$ cat config.mk
export PLATFORM = sky130hd
export DESIGN_NAME = alu_seq_core
export DESIGN_NICKNAME = d
export VERILOG_FILES = /design/src/rtl/alu_seq_pkg.sv /design/src/rtl/alu_seq_iter.sv /design/src/rtl/alu_seq_core.sv
export SDC_FILE = /design/constraint.sdc
export NUM_CORES = 1
export LEC_CHECK = 0
export CAP_MARGIN = 20
export CORE_MARGIN = 2
export CORE_UTILIZATION = 49
export CTS_BUF_LIST = sky130_fd_sc_hd__clkbuf_16
export CTS_CLUSTER_DIAMETER = 100
export CTS_CLUSTER_SIZE = 30
export DETAILED_ROUTE_END_ITERATION = 6
export PLACE_DENSITY = 0.8
export REMOVE_ABC_BUFFERS = 1
export SLEW_MARGIN = 40
export SYNTH_ARGS = -nofsm -noshare
export SYNTH_HDL_FRONTEND = slang
export SYNTH_SLANG_ARGS = --single-unit
$ cat constraint.sdc
create_clock -name clk -period 4.4 [get_ports clk]
set_input_delay 1.32 -clock clk [delete_from_list [all_inputs] [get_ports clk]]
set_output_delay 1.32 -clock clk [all_outputs]
set_load 0.02 [all_outputs]
$ cat src/rtl/alu_seq_pkg.sv
// rtl/alu_seq_pkg.sv - shared opcodes, FSM states and flag indices for the ALU sequencer
package alu_seq_pkg;

    localparam int WIDTH_DEF = 16;

    typedef enum logic [3:0] {
        OP_ADD  = 4'd0,
        OP_SUB  = 4'd1,
        OP_AND  = 4'd2,
        OP_OR   = 4'd3,
        OP_XOR  = 4'd4,
        OP_NOT  = 4'd5,
        OP_SHL  = 4'd6,
        OP_SHR  = 4'd7,
        OP_MUL  = 4'd8,
        OP_DIV  = 4'd9,
        OP_PASS = 4'd10
    } op_e;

    typedef enum logic [1:0] {
        S_IDLE,
        S_BUSY,
        S_DONE
    } state_e;

    localparam int FLAG_C   = 0;
    localparam int FLAG_Z   = 1;
    localparam int FLAG_V   = 2;
    localparam int FLAG_ERR = 3;
    localparam int FLAG_N   = 4;

endpackage

$ cat src/rtl/alu_seq_iter.sv
// rtl/alu_seq_iter.sv - iterative shift-add multiply / restoring divide datapath (divide under ALU_SEQ_DIV_EN)
module alu_seq_iter
    import alu_seq_pkg::*;
#(
    parameter int WIDTH = WIDTH_DEF
) (
    input  logic             clk,
    input  logic             rst_n,
    input  logic             start,     // load operands, begin WIDTH steps
    input  logic             abort,     // drop the in-flight op
    input  logic             is_div,    // 1: divide, 0: multiply
    input  logic [WIDTH-1:0] a,
    input  logic [WIDTH-1:0] b,
    output logic             busy,
    output logic             done,      // final step happens on this edge
    output logic [WIDTH-1:0] result,    // value after the final step
    output logic             overflow   // upper product half nonzero
);

    localparam int CW = (WIDTH > 1) ? $clog2(WIDTH) : 1;

    // hi:lo is the product register (multiply) or remainder:quotient (divide)
    logic [WIDTH-1:0] hi, lo, b_q;
    logic [CW-1:0]    cnt;
    logic             busy_q;
    logic [WIDTH-1:0] hi_n, lo_n;
    logic [WIDTH:0]   mul_sum;
    logic             div_sel;

`ifdef ALU_SEQ_DIV_EN
    logic             div_q;
    logic [WIDTH:0]   div_shift, div_trial;
    assign div_sel   = div_q;
    assign div_shift = {hi, lo[WIDTH-1]};
    // Remainder stays below b, so the borrow lands in the top bit of the trial
    assign div_trial = div_shift - {1'b0, b_q};
`else
    logic unused_is_div;
    assign unused_is_div = is_div;
    assign div_sel       = 1'b0;
`endif

    // Multiplier bits are consumed from lo[0]; the sum and lo shift right together
    assign mul_sum = {1'b0, hi} + (lo[0] ? {1'b0, b_q} : {(WIDTH+1){1'b0}});

    always_comb begin
        hi_n = mul_sum[WIDTH:1];
        lo_n = {mul_sum[0], lo[WIDTH-1:1]};
`ifdef ALU_SEQ_DIV_EN
        if (div_sel) begin
            hi_n = div_trial[WIDTH] ? div_shift[WIDTH-1:0] : div_trial[WIDTH-1:0];
            lo_n = {lo[WIDTH-2:0], ~div_trial[WIDTH]};
        end
`endif
    end

    always_ff @(posedge clk or negedge rst_n) begin
        if (!rst_n) begin
            busy_q <= 1'b0;
            cnt    <= '0;
            hi     <= '0;
            lo     <= '0;
            b_q    <= '0;
`ifdef ALU_SEQ_DIV_EN
            div_q  <= 1'b0;
`endif
        end else if (start) begin
            busy_q <= 1'b1;
            cnt    <= CW'(WIDTH - 1);
            hi     <= '0;
            lo     <= a;
            b_q    <= b;
`ifdef ALU_SEQ_DIV_EN
            div_q  <= is_div;
`endif
        end else if (abort) begin
            busy_q <= 1'b0;
        end else if (busy_q) begin
            hi  <= hi_n;
            lo  <= lo_n;
            cnt <= cnt - 1'b1;
            if (cnt == '0) busy_q <= 1'b0;
        end
    end

    assign busy     = busy_q;
    assign done     = busy_q && (cnt == '0);
    assign result   = lo_n;
    assign overflow = !div_sel && (hi_n != '0);

endmodule

$ cat src/rtl/alu_seq_core.sv
// rtl/alu_seq_core.sv - ALU op sequencer/execute stage feeding the accumulator (divider under ALU_SEQ_DIV_EN)
module alu_seq_core
    import alu_seq_pkg::*;
#(
    parameter int WIDTH = WIDTH_DEF,
    parameter int OP_W  = 4
) (
    input  logic             clk,
    input  logic             rst_n,
    input  logic             in_valid,   // request handshake
    output logic             in_ready,
    input  logic [OP_W-1:0]  opcode,
    input  logic [WIDTH-1:0] operand_b,
    input  logic [WIDTH-1:0] acc_q,      // operand A, sampled at accept
    input  logic             flush,      // abort in-flight op
    output logic             res_valid,  // one-cycle result strobe
    output logic [WIDTH-1:0] res_data,
    output logic             flag_c,
    output logic             flag_z,
    output logic             flag_v,
    output logic             flag_err
);

    state_e              state;
    logic [WIDTH-1:0]    res_q;
    logic [FLAG_N-1:0]   flags_q;
    logic                valid_q;

    logic                accept;
    logic                is_multi;
    logic [WIDTH-1:0]    sc_res;
    logic [FLAG_N-1:0]   sc_flags;
    logic [FLAG_N-1:0]   it_flags;
    logic [WIDTH:0]      sum, diff;
    logic                it_busy, it_done, it_ovf;
    logic [WIDTH-1:0]    it_res;

    assign in_ready = (state == S_IDLE);
    // flush in IDLE suppresses the accept
    assign accept   = in_valid && in_ready && !flush;

    assign sum  = {1'b0, acc_q} + {1'b0, operand_b};
    assign diff = {1'b0, acc_q} - {1'b0, operand_b};

    always_comb begin
        sc_res   = acc_q;
        sc_flags = '0;
        is_multi = 1'b0;
        case (opcode)
            OP_ADD: begin
                sc_res           = sum[WIDTH-1:0];
                sc_flags[FLAG_C] = sum[WIDTH];
                sc_flags[FLAG_V] = (acc_q[WIDTH-1] == operand_b[WIDTH-1]) &&
                                   (sum[WIDTH-1] != acc_q[WIDTH-1]);
            end
            OP_SUB: begin
                sc_res           = diff[WIDTH-1:0];
                sc_flags[FLAG_C] = diff[WIDTH];
                sc_flags[FLAG_V] = (acc_q[WIDTH-1] != operand_b[WIDTH-1]) &&
                                   (diff[WIDTH-1] != acc_q[WIDTH-1]);
            end
            OP_AND:  sc_res = acc_q & operand_b;
            OP_OR:   sc_res = acc_q | operand_b;
            OP_XOR:  sc_res = acc_q ^ operand_b;
            OP_NOT:  sc_res = ~acc_q;
            OP_SHL: begin
                sc_res           = {acc_q[WIDTH-2:0], 1'b0};
                sc_flags[FLAG_C] = acc_q[WIDTH-1];
            end
            OP_SHR: begin
                sc_res           = {1'b0, acc_q[WIDTH-1:1]};
                sc_flags[FLAG_C] = acc_q[0];
            end
            OP_MUL:  is_multi = 1'b1;
            OP_DIV: begin
`ifdef ALU_SEQ_DIV_EN
                if (operand_b == '0) begin
                    sc_res             = '1;
                    sc_flags[FLAG_ERR] = 1'b1;
                end else begin
                    is_multi = 1'b1;
                end
`else
                sc_res             = '0;
                sc_flags[FLAG_ERR] = 1'b1;
`endif
            end
            OP_PASS: sc_res = operand_b;
            default: sc_flags[FLAG_ERR] = 1'b1;
        endcase
        sc_flags[FLAG_Z] = (sc_res == '0);
    end

    always_comb begin
        it_flags         = '0;
        it_flags[FLAG_Z] = (it_res == '0);
        it_flags[FLAG_V] = it_ovf;
    end

    alu_seq_iter #(.WIDTH(WIDTH)) u_iter (
        .clk      (clk),
        .rst_n    (rst_n),
        .start    (accept && is_multi),
        .abort    (flush && (state == S_BUSY)),
        .is_div   (opcode == OP_DIV),
        .a        (acc_q),
        .b        (operand_b),
        .busy     (it_busy),
        .done     (it_done),
        .result   (it_res),
        .overflow (it_ovf)
    );

    always_ff @(posedge clk or negedge rst_n) begin
        if (!rst_n) begin
            state   <= S_IDLE;
            valid_q <= 1'b0;
            res_q   <= '0;
            flags_q <= '0;
        end else begin
            case (state)
                S_IDLE: begin
                    valid_q <= 1'b0;
                    if (accept) begin
                        if (is_multi) begin
                            state <= S_BUSY;
                        end else begin
                            state   <= S_DONE;
                            valid_q <= 1'b1;
                            res_q   <= sc_res;
                            flags_q <= sc_flags;
                        end
                    end
                end
                S_BUSY: begin
                    valid_q <= 1'b0;
                    if (flush) begin
                        state <= S_IDLE;
                    end else if (it_done) begin
                        state   <= S_DONE;
                        valid_q <= 1'b1;
                        res_q   <= it_res;
                        flags_q <= it_flags;
                    end else if (!it_busy) begin
                        // datapath lost its op; resynchronise rather than hang
                        state <= S_IDLE;
                    end
                end
                default: begin
                    valid_q <= 1'b0;
                    state   <= S_IDLE;
                end
            endcase
        end
    end

    assign res_valid = valid_q;
    assign res_data  = res_q;
    assign flag_c    = flags_q[FLAG_C];
    assign flag_z    = flags_q[FLAG_Z];
    assign flag_v    = flags_q[FLAG_V];
    assign flag_err  = flags_q[FLAG_ERR];

endmodule

==> results of run 1 <==
## state kept, by name, summed over array words and instances (netlist names)
register,count
res_data,16
u_iter.b_q,16
u_iter.hi,16
u_iter.lo,16
flags_q,4
u_iter.cnt,4
state,2
res_valid,1
u_iter.busy,1
## Yosys cell counts, types with 6 or more instances
cell      instances
o21ai_0          70
a22o_1           17
nor3b_1           7
a22oi_1           6
and2_1           19
a222oi_1         16
a211oi_1         13
buf_2            16
clkbuf_1         42
nor2_1           78
o211ai_1         16
nor3_1           27
o22ai_1           8
a21o_1           12
nor4_1            7
nor2b_1          20
a21oi_1          53
a31oi_1          16
nand2b_1         17
nand2_1          92
ha_1             69
mux2i_1           7
a221oi_1          9
inv_1            76
dfrtp_1          76
or3_1             7
o31ai_1           9
xnor2_1          15
nand3_1          22
o221ai_1          9
or4_1             7
nand4_1           7
## cell usage in the layout (no fill, tap or decap), types with 16 or more instances in the layout
| master | n |
|---|---|
| dfrtp_1 | 76 |
| a22o_1 | 17 |
| nand2_1 | 92 |
| nor3_1 | 27 |
| a222oi_1 | 16 |
| a31oi_1 | 16 |
| nor2b_1 | 20 |
| and2_1 | 19 |
| buf_4 | 148 |
| inv_1 | 76 |
| a21oi_1 | 53 |
| o211ai_1 | 16 |
| nor2_1 | 77 |
| clkdlybuf4s50_1 | 57 |
| ha_1 | 69 |
| nand2b_1 | 17 |
| o21ai_0 | 70 |
| nand3_1 | 22 |
## cell type report
| cell class | instances | area share (%) |
|---|---|---|
| repair buffers | 211 | 18.13 |
| clock inverters | 5 | 0.5711 |
| flip-flops and latches | 76 | 19.73 |
| well taps | 188 | 2.440 |
| multi-input cells | 760 | 53.80 |
| inverters | 77 | 2.998 |
| clock buffers | 9 | 2.336 |
## through the flow
stage	setup WS (ps)	area [um2]	TNS [ps]	total power (W)
after CTS	83.87	9599	0	0.003210
after global routing	-3.352	9641	-3.352	0.003437
after global placement	-98.82	9315	-192.4	0.002450
final	108.4	9641	0	0.003246
after floorplan	532.8	7338	0	0.001866
after detailed placement	-247.6	9319	-415.6	0.002486
## per-layer routing
| layer | vias to the layer above | track usage, % | routed length (um) |
|---|---|---|---|
| met3 | 95 | 6.570 | 2950 |
| met4 | 0 | 14.58 | 1180 |
| met2 | 538 | 51.14 | 12050 |
| met5 | - | 0 | 0 |
| met1 | 4072 | 45.35 | 11100 |
| li1 | 3896 | - | - |
## power groups by stage
stage                     combinational, W  sequential, W  clock, W
after CTS                          0.00143        0.00106  0.000718
after floorplan                   0.000806        0.00106         0
after global placement             0.00139        0.00106         0
after global routing               0.00160        0.00108  0.000755
after detailed placement           0.00142        0.00106         0
final                              0.00146        0.00107  0.000716
## critical path: stages
cell,delay [ps]
clkdlybuf4s50_1,480
inv_1,110
ha_1,350
nor3_1,360
o31ai_2,170
buf_4,180
and3b_1,160
o21ai_0,180
a41oi_1,230
and4bb_1,380
nand4b_1,130
nor4b_2,320
a31o_1,190
## final timing paths
check / from / endpoint / slack (ps) / cells after the start
max in group asynchronous: rst_n / res_data[9] / 2930 / 1
worst min-delay path: u_iter.b_q[5] / u_iter.b_q[5] / 480 / 2
worst max register to register: u_iter.lo[0] / flags_q[2] / 900 / 13
min in group asynchronous: rst_n / u_iter.hi[2] / 1000 / 1
worst max-delay path: operand_b[1] / flags_q[1] / 110 / 13
worst min register to register: u_iter.b_q[5] / u_iter.b_q[5] / 480 / 2
## repair_timing
action / in CTS / in global routing
hold buffers: 0 / 0
setup buffers: 0 / 2
endpoints found under the hold margin: 0 / 0
gates resized for setup: 0 / 5
setup endpoints to repair: 0 / 1
## cells by family after synthesis
kind of cell / count (synthesis)
xor gates and xnor gates: 19
AOI/OAI and AO/OA: 317
and+or+nand+nor: 341
muxes: 11
adders and majority gates: 72
buffers and inverters: 142
DFF: 76
==> reports/qor.yml, run 1 <==
min_period_over_period_pct: 97.54
slew_headroom_pct: 49.35
n_antenna_cell: 0
hold_slack_ps: 475.4
cp_data_arrival_time_ps: 4570
clk_pin_slew_ps: 60
core_area_um2: 15200
clk_latency_ps: 340
routed_wl_mm: 27.28
area.sequential_um2: 1902
fin_crit_ps: 4292
ys_types: 79
multiInputGateArea_um2: 5186
cp-end-kind: "register"
pwr-share-seq_pct: 32.8
synth_compound_area_share_pct: 28.80
power.leakage_nw: 4.476
htreeDepth: 3
yosys_warnings: 0
numCtsBuffers: 9
firstDrtPassIters: 7
final_hold_viol_count: 0
ys_top_cells_by_area: "dfrtp_1 (25%), ha_1 (11%), o21ai_0 (4.6%)"
p_clk_share_pct: 22.1
wl_per_cell_um: 20.58
cp_max_fo: 5
cts.sinks: 76
clock.fmax_mhz: 233.0
required_ps: 4670
dp_hpwl_mm: 20.84
p_sw_share_pct: 39.08
synth_ff_type: "dfrtp_1"
place_inst: 1310
root_buffer: "clkbuf_16"
finish.utilization_pct: 63.42
synth_top_family_by_area: "compound AO/OA/AOI/OAI gates"
report.final.slew_viol_count: 0
seq_area_frac_synth_pct: 24.93
gp_congestion: 1.025
rows: 45
vias: 8601
cap_violations: 0
drtAntennaViolNets: 0
synth_top_area_share_pct: 24.93
globalRoute.totalOverflow: 0
viasPerCell: 6.486
syn_to_final_growth_pct: 26.37
drive_above_1_share_pct: 16.96
comb_power_share_pct: 45.1
status: "complete, no violations"
hold_path.class: "reg -> reg"
drt-initial-drc-count: 1103
p_switching_w: 0.001268
cts_tree: "built"
drc_errors: 0
async_flop_share_pct: 100.0
synthMuxAreaShare_pct: 1.657
worstMarginPinSlew_ps: 759.7
worstSetupPathType: "in -> reg"
synth_area_um2: 7629
yosysTopAreaCell: "dfrtp_1"
start_util_pct: 50.18
fin_worst_skew_ps: 6.151
nets: 1247
syn_area_per_cell_um2: 7.800
grt_use_total_pct: 33.20
n_fill_cell: 1334
synthAdderAreaFrac_pct: 12.10
finalSetupViolCount: 0
io_pins: 62
synthXorXnorAreaFrac_pct: 2.181
die_w_um: 128.8
stdcell_count: 1326
die_area_um2: 16580
grt_pass1_wl_mm: 43.17
synth_seq_cells: 76
synth-simple-area-share_pct: 22.73
syn_inst: 978
antenna_found_initial: 0
internal_power_w: 0.001977
ir_drop_uv: 224.7
synth_edf_count: 0
power.density_nw_per_um2: 336.7
worstSetupStartpointType: "input pin"
io_buffers: 61
fp.dieH_um: 128.8
grt_max_degree: 77
clock_path_buffers: 2
grt_pass1_vias: 8090
(Power assumes the default switching activity.)
==> run 2: changes to the inputs <==
--- a/config.mk
+++ b/config.mk
@@ -5,7 +5,8 @@
 export SDC_FILE = /design/constraint.sdc
 export NUM_CORES = 1
 export LEC_CHECK = 0
-export CAP_MARGIN = 20
+export CAP_MARGIN = 10
+export CORE_ASPECT_RATIO = 0.8
 export CORE_MARGIN = 2
 export CORE_UTILIZATION = 49
 export CTS_BUF_LIST = sky130_fd_sc_hd__clkbuf_16
==> run 2 against run 1 <==
Against the previous run: the flow now finishes with violations (DRC); clock power rose by 0.8%; sequential power barely moved; sequential share of layout area fell by 0.20 points; utilization rose by 1.0 points; routed wire length rose by 0.75%; critical path depth rose by 1; worst setup slack improved by 5.1 ps; final cell count rose by 2.4%; via count fell by 0.44%; global-route usage rose by 0.25 points; critical endpoint unchanged; largest power group unchanged.
==> reports/qor.yml, run 2 (same netlist as run 1, synthesis figures left out) <==
io_pins: 62  # unchanged
ir_drop_uv: 170.6  # -24%
nets: 1255  # +0.64%
design_area_um2: 9741  # +1.0%
required_ps: 4680  # about the same
hold_path.class: "reg -> reg"
place_area_um2: 9432  # +1.2%
htreeDepth: 3  # unchanged
gr-usage-met3_pct: 7.975  # +1.4 points
pwr-share-seq_pct: 32.7  # about the same
top_usage_layer: "met2"
dp_hpwl_mm: 21.31  # +2.3%
vias: 8563  # -0.44%
clock.fmax_mhz: 233.3  # +0.12%
fp.dieH_um: 115.6  # -10%
globalRoute.totalOverflow: 0  # unchanged
antenna_found_initial: 1  # +1
final_common_cell: "buf_4"
grt_pass1_vias: 8089  # -0.012%
crit_slowest_cell: "clkdlybuf4s50_1"
clk_pin_slew_ps: 60  # about the same
most-common-layout-cells: "buf_4 (156), nand2_1 (92), inv_1 (77), nor2_1 (77), dfrtp_1 (76)"
drc_errors: 2  # +2
internal_power_w: 0.001979  # about the same
viasPerCell: 6.306  # -2.8%
cts.sinks: 76  # unchanged
drive_above_1_share_pct: 17.42  # +0.46 points
fin_worst_skew_ps: 6.645  # +0.4944 ps
fin_crit_ps: 4286  # -5.070 ps
cts_tree: "built"
report.final.slew_viol_count: 0  # unchanged
start_util_pct: 50.47  # +0.29 points
cp_cell_sequence: "clkdlybuf4s50_1, inv_2, buf_4, fa_2, buf_4, xor2_1, o21ai_0, a211o_1, a221o_1, a211oi_1, and4bb_1, nand4b_1, nor4b_2, a31o_1"
grt_use_total_pct: 33.45  # +0.25 points
gp_congestion: 0.9904  # -3.3%
power.density_nw_per_um2: 334.9  # -0.52%
root_buffer: "clkbuf_16"
syn_to_final_growth_pct: 27.69
critPathTopFamily: "compound AO/OA/AOI/OAI gates"
comb_power_share_pct: 45.2  # about the same
clock_path_buffers: 2  # unchanged
drtAntennaViolNets: 0  # unchanged
slew_headroom_pct: 47.99  # -1.4 points
p_clk_share_pct: 22.1  # about the same
critical_path_buf_inv_count: 4  # +1
routed_wl_mm: 27.49  # +0.75%
rsz0062_at_grt: "false"
core_area_um2: 15110  # -0.58%
grt_max_degree: 77  # unchanged
final_hold_viol_count: 0  # unchanged
worstSetupPathType: "in -> reg"
n_antenna_cell: 0  # unchanged
firstDrtPassIters: 7  # unchanged
cp_data_arrival_time_ps: 4560  # about the same
cpPeakStageDelay_ps: 490  # about the same
die_w_um: 143.5  # +11%
cp-end-kind: "register"
holdCritStartpoint: "u_iter.b_q[0]"
power.leakage_nw: 4.539  # +1.4%
cap_violations: 0  # unchanged
violations: "DRC"
status: "complete, but fails checks"
p_sw_share_pct: 39.35  # +0.27 points
wl_per_cell_um: 20.24  # -1.6%
clk_latency_ps: 340  # about the same
die_area_um2: 16590  # about the same
worstSetupStartpointType: "input pin"
global_route.usage.met2_pct: 50.44  # -0.69 points
rows: 40  # -11%
startpoint: "operand_b[1]"
finalSetupViolCount: 0  # unchanged
grt_pass1_wl_mm: 43.20  # about the same
r2r-start: "u_iter.lo[0]"
hold_slack_ps: 474.1  # -1.358 ps
worstMarginPinSlew_ps: 778.3  # +18.59 ps
numCtsBuffers: 9  # unchanged
cp_max_fo: 5  # unchanged
io_buffers: 61  # unchanged
crit_top_cell: "buf_4"
min_period_over_period_pct: 97.42  # -0.12 points
use_met1_pct: 46.46  # +1.1 points
drt-initial-drc-count: 1223  # +11%
p_switching_w: 0.001284  # +1.2%
==> run 2: through the flow <==
step	util [%]	cells	power [W]	worst slack, ps	TNS, ps
after global placement	62.34	1342	0.002452	-241.0	-278.5
after floorplan	-	913	0.001866	532.8	0
after detailed placement	62.40	1342	0.002499	-347.9	-590.5
final	64.45	1358	0.003263	113.5	0
after CTS	64.33	1358	0.003234	80.11	0
after global routing	64.45	1358	0.003434	5.165	0
==> run 2: timing repair <==
| action | 4_1_cts | 5_1_grt |
|---|---|---|
| setup buffers | 0 | 0 |
| setup endpoints to repair | 1 | 1 |
| gates resized for setup | 1 | 6 |
| hold buffers | 0 | 0 |
| pin swaps | 0 | 4 |
==> run 2: final timing paths <==
path                                 end  slack [ps]  depth (start not counted)
setup / recovery              flags_q[1]         110                         14
hold / removal             u_iter.b_q[0]         470                          2
setup reg to reg              flags_q[2]         800                         13
hold reg to reg            u_iter.b_q[0]         470                          2
max in group asynchronous  u_iter.hi[14]        2920                          1
min in group asynchronous  u_iter.hi[10]         990                          1
==> run 2: layout make-up <==
cell class | count | area (um2)
inverters | 77 | 289.0
well taps | 210 | 262.8
flip-flops and latches | 76 | 1902
clock inverters | 7 | 60.06
repair buffers | 219 | 1815
multi-input cells | 760 | 5186
clock buffers | 9 | 225.2
fillers | 1363 | 5374
==> run 2: tightest hold or removal path, stage by stage, from the launching register on <==
cell and delay [ps]:
dfrtp_1 340, nand2_1 40, o21ai_0 60
==> run 2: power groups by stage <==
stage	clock network [W]	registers [W]	logic, W
after CTS	0.000728	0.00106	0.00144
after detailed placement	0	0.00106	0.00143
after global routing	0.000754	0.00108	0.00160
after floorplan	0	0.00106	0.000806
after global placement	0	0.00106	0.00139
final	0.000722	0.00107	0.00147
==> run 2: layer usage <==
layer / vias up / share of wire [%]
met3: 92 / 12
met4: 2 / 3.8
met5: - / 0.047
met2: 520 / 43
met1: 4013 / 42
li1: 3936 / -
